### src/rtl/lda_pixel_writer.sv
// Pixel-stream sink: plot strobes are buffered in a FIFO, linearised to a
// framebuffer address and written out over a wait-request port.
// Optional LDA_PIXEL_CLIP_EN drops off-screen plots at the FIFO input.
module lda_pixel_writer #(
  parameter int DEPTH    = 8,
  parameter int SCREEN_W = 320,
  parameter int SCREEN_H = 240
) (
  input  logic        clk,
  input  logic        reset,
  input  logic        i_PLOT,
  input  logic [8:0]  i_X,
  input  logic [8:0]  i_Y,
  input  logic [2:0]  i_COLOR,
  output logic        o_FULL,
  output logic        o_IDLE,
  output logic        o_OVERFLOW,
  output logic        o_WR_EN,
  output logic [16:0] o_ADDR,
  output logic [2:0]  o_DATA,
  input  logic        i_WAITREQUEST
);

  localparam int AW = $clog2(DEPTH);

  typedef struct packed {
    logic [8:0] x;
    logic [8:0] y;
    logic [2:0] color;
  } pix_t;

  pix_t          mem [DEPTH];
  logic [AW-1:0] wptr, rptr;
  logic [AW:0]   count;

  logic  full, empty, in_range, push, pop, xfer;
  pix_t  head;
  logic [16:0] head_addr;

  assign full  = (count == (AW+1)'(DEPTH));
  assign empty = (count == '0);

`ifdef LDA_PIXEL_CLIP_EN
  assign in_range = (32'(i_X) < SCREEN_W) && (32'(i_Y) < SCREEN_H);
`else
  assign in_range = 1'b1;
`endif

  // Full is judged on the registered count, so a same-cycle pop never
  // makes room for a plot that arrives while full.
  assign push = i_PLOT && in_range && !full;
  assign xfer = o_WR_EN && !i_WAITREQUEST;
  assign pop  = !empty && (!o_WR_EN || xfer);

  assign head      = mem[rptr];
  // 17-bit arithmetic gives the modulo-2^17 wrap for free
  assign head_addr = 17'(head.y) * 17'(SCREEN_W) + 17'(head.x);

  always_ff @(posedge clk) begin
    if (push) mem[wptr] <= '{x: i_X, y: i_Y, color: i_COLOR};
  end

  always_ff @(posedge clk) begin
    if (reset) begin
      wptr       <= '0;
      rptr       <= '0;
      count      <= '0;
      o_OVERFLOW <= 1'b0;
    end else begin
      if (push) wptr <= wptr + 1'b1;
      if (pop)  rptr <= rptr + 1'b1;
      case ({push, pop})
        2'b10:   count <= count + 1'b1;
        2'b01:   count <= count - 1'b1;
        default: count <= count;
      endcase
      if (i_PLOT && in_range && full) o_OVERFLOW <= 1'b1;
    end
  end

  // Output register: one outstanding framebuffer write, held under wait.
  always_ff @(posedge clk) begin
    if (reset) begin
      o_WR_EN <= 1'b0;
      o_ADDR  <= '0;
      o_DATA  <= '0;
    end else if (pop) begin
      o_WR_EN <= 1'b1;
      o_ADDR  <= head_addr;
      o_DATA  <= head.color;
    end else if (xfer) begin
      o_WR_EN <= 1'b0;
    end
  end

  assign o_FULL = full;
  assign o_IDLE = empty && !o_WR_EN;

endmodule

### config.mk
export PLATFORM = sky130hd
export DESIGN_NAME = lda_pixel_writer
export DESIGN_NICKNAME = d
export VERILOG_FILES = /design/src/rtl/lda_pixel_writer.sv
export SDC_FILE = /design/constraint.sdc
export NUM_CORES = 1
export LEC_CHECK = 0
export CORE_ASPECT_RATIO = 1.4
export CORE_MARGIN = 10
export CORE_UTILIZATION = 45
export CTS_CLUSTER_SIZE = 28
export DETAILED_ROUTE_END_ITERATION = 10
export SLEW_MARGIN = 20
export SYNTH_ARGS = -nofsm -noshare
export SYNTH_HDL_FRONTEND = slang
export SYNTH_SLANG_ARGS = --single-unit
### constraint.sdc
create_clock -name clk -period 4.1 [get_ports clk]
set_input_delay 0.82 -clock clk [delete_from_list [all_inputs] [get_ports clk]]
set_output_delay 0.82 -clock clk [all_outputs]
set_load 0.005 [all_outputs]
==> metrics <==
syn nets=518; multi-input logic area=~2500 sq um; first-pass GRT wire length=about 25000 microns; VDD IR max=between 0.0004 and 0.0005 V; # DRC=0; max-slew violations=0; # diodes=0; initial antenna violation count=0; die footprint=roughly 24000 sq um; area grow syn2layout=18.87%; Post-synth EDFFs=around 170; share of layout cells above drive strength 1=0.2204; post-synthesis register bit count=approximately 200; startpoint types=flip-flop; RSZ-0062 raised after global routing=false; setup violators final=0; initial core utilization=0.4586; Placement Rows=58; Via Count=approximately 4200; register area=roughly 5700 sq um; maximum root-to-sink buffer count=3; asr flop ratio synth=0; crit-path max FO=6; most common cell after layout, fill and taps aside=edfxtp_1; Area after DPL=9166 sq um; Tcrit/Tclk final=0.9012; final setup skew=approximately 0.020 ns; Syn. warnings=0; TritonCTS clock tree=built; Fin. Hold Viols=0; Crit Path Category=reg2reg; predominant post-synthesis flop cell=edfxtp_1; Routed Antenna Nets=0; Die Y=180.6 microns; Worst-path clk slew=0.07 ns; total core area=approximately 18000 sq um; maximum clock frequency=~270 MHz; Leak=between 3 and 4 nW; Post-CTS Hold Fix Bufs=0; Syn Std Cell Area=8287 sq um; Critical Path RT=roughly 4.5 ns; Post-CTS Repair Setup Buffers=0; largest net degree at the start of global routing=40; worst skew pair latency=approximately 0.50 ns; I/O pin count=just under 50; number of port buffers=48; minimum clock period=3.695 ns; setup tns final=0 ns; post-route worst setup slack=roughly 0.40 ns; final WL=around 16000 microns; vias in the first global route=about 4600; final hold slack=about 0.47 ns; total clock buffers created by CTS=20; gr ovfl total=0; # clock sinks=just over 200; Nets=585; worst-margin pin slew=roughly 0.65 ns; H-tree Lvls=1; Total Routing Usage GR=0.1308; Iter 0 DRT Violations=around 230; Reg2Reg Depth=13; status=completed; drt first pass iters=4; crit path capture type=flip-flop; gpl congestion=around 0.75; Filler cells=between 1000 and 1500; Slew HR=0.5635; Final Cell Area=9851 sq um; Critical Path AT=about 4 ns; syn_area_per_cell=about 18 sq um; Die Wd=~130 microns; CTS Root Buffer Type=clkbuf_16; wire per inst=19.92 microns; number of max-cap violations=0; cell count after synthesis=approximately 470; hold depth=2; post-synth cell types=42; commonest non-fill, non-tap cells in the layout=edfxtp_1, clkdlybuf4s50_1, mux4_2, nor2_1, dfxtp_1; cts repair resizes=0; power per cell area=between 700 and 800 nW/um^2; min-delay worst type=reg2reg; post-place setup slack=between 0.4 and 0.5 ns; Post-DP HPWL=slightly below 10000 microns; Via density=roughly 5.4; sequential element share of the synthesized area=0.6933
-- Yosys cell counts, types with 3 or more instances --
master	n	area, sq um
clkbuf_1	13	48.80
xnor2_1	7	61.31
nor3_1	5	25.02
xor2_1	11	96.34
mux2_2	9	101.4
dfxtp_1	35	700.7
a211oi_1	16	120.1
mux4_2	42	945.9
nand2_1	10	37.54
mux2i_1	16	160.2
buf_2	5	25.02
fa_1	3	60.06
nor2_1	42	157.7
edfxtp_1	168	5045
a21oi_1	11	55.05
nand2b_1	3	18.77
nor2b_1	5	31.28
o21ai_0	5	25.02
nand3_1	3	15.01
inv_1	9	33.78
ha_1	22	275.3
-- metal layers --
layer	global-route usage	up-vias	part of all wire
met5	0	-	0
met4	0.03797	0	0.011
met3	0.02232	12	0.045
met2	0.2283	93	0.52
met1	0.1609	2167	0.42
li1	-	1976	-
-- worst paths after layout --
check                  start          to  slack, ns
setup / recovery   flip-flop  o_ADDR[16]       0.40
hold / removal    o_OVERFLOW  o_OVERFLOW       0.47
setup reg to reg   flip-flop  o_ADDR[16]       0.40
hold reg to reg   o_OVERFLOW  o_OVERFLOW       0.47
-- registers in the layout (all words and copies together) (netlist names), named ones only --
register	cells
o_DATA	3
o_WR_EN	1
o_OVERFLOW	1
o_ADDR	17
rptr	3
wptr	3
mem	168
count	4
-- per-stage QoR --
stage	utilization	std cells	power, mW
after floorplan	-	468	4.847
after global placement	0.5073	753	5.625
after detailed placement	0.5073	753	5.661
after CTS	0.5451	789	7.536
after global routing	0.5451	789	7.936
final	0.5451	789	7.437
-- power breakdown --
group	internal, mW	switching [mW]	total [mW]
combinational	1.42	1.56	2.99
sequential	2.46	0.130	2.59
clock	1.10	0.760	1.86
total	4.98	2.45	7.44
-- final cells by class --
type                       instances  share of cell area
clock buffer                      20             0.05081
clock inverter                    16             0.01867
inverter                           9            0.003429
multi-input combinational        235              0.2493
sequential                       203              0.5835
tap                              240             0.03048
timing repair buffer              66             0.06376
-- worst max-delay path, stage by stage (launching register included) --
cell and delay (ns):
dfxtp_2 0.36, buf_4 0.18, mux4_2 0.50, mux2i_1 0.26, inv_1 0.11, ha_1 0.29
ha_1 0.24, fa_1 0.47, xor2_1 0.18, o2111ai_1 0.17, nor4_2 0.32, nand3_1 0.13
xor2_1 0.17, a211oi_2 0.20
-- cell families (layout without fill, tap and decap cells) --
family | after synthesis | count (layout) | synth area share
flip-flops | 203 | 203 | 0.6933
adder cells (fa/ha/maj) | 25 | 25 | 0.04046
AO/OA/AOI/OAI | 45 | 45 | 0.03880
buffers and inverters | 30 | 111 | 0.01570
AND/OR/NAND/NOR | 78 | 78 | 0.04318
multiplexers | 68 | 68 | 0.1475
XOR/XNOR | 19 | 19 | 0.02099
Power figures use the tool's default switching activity.
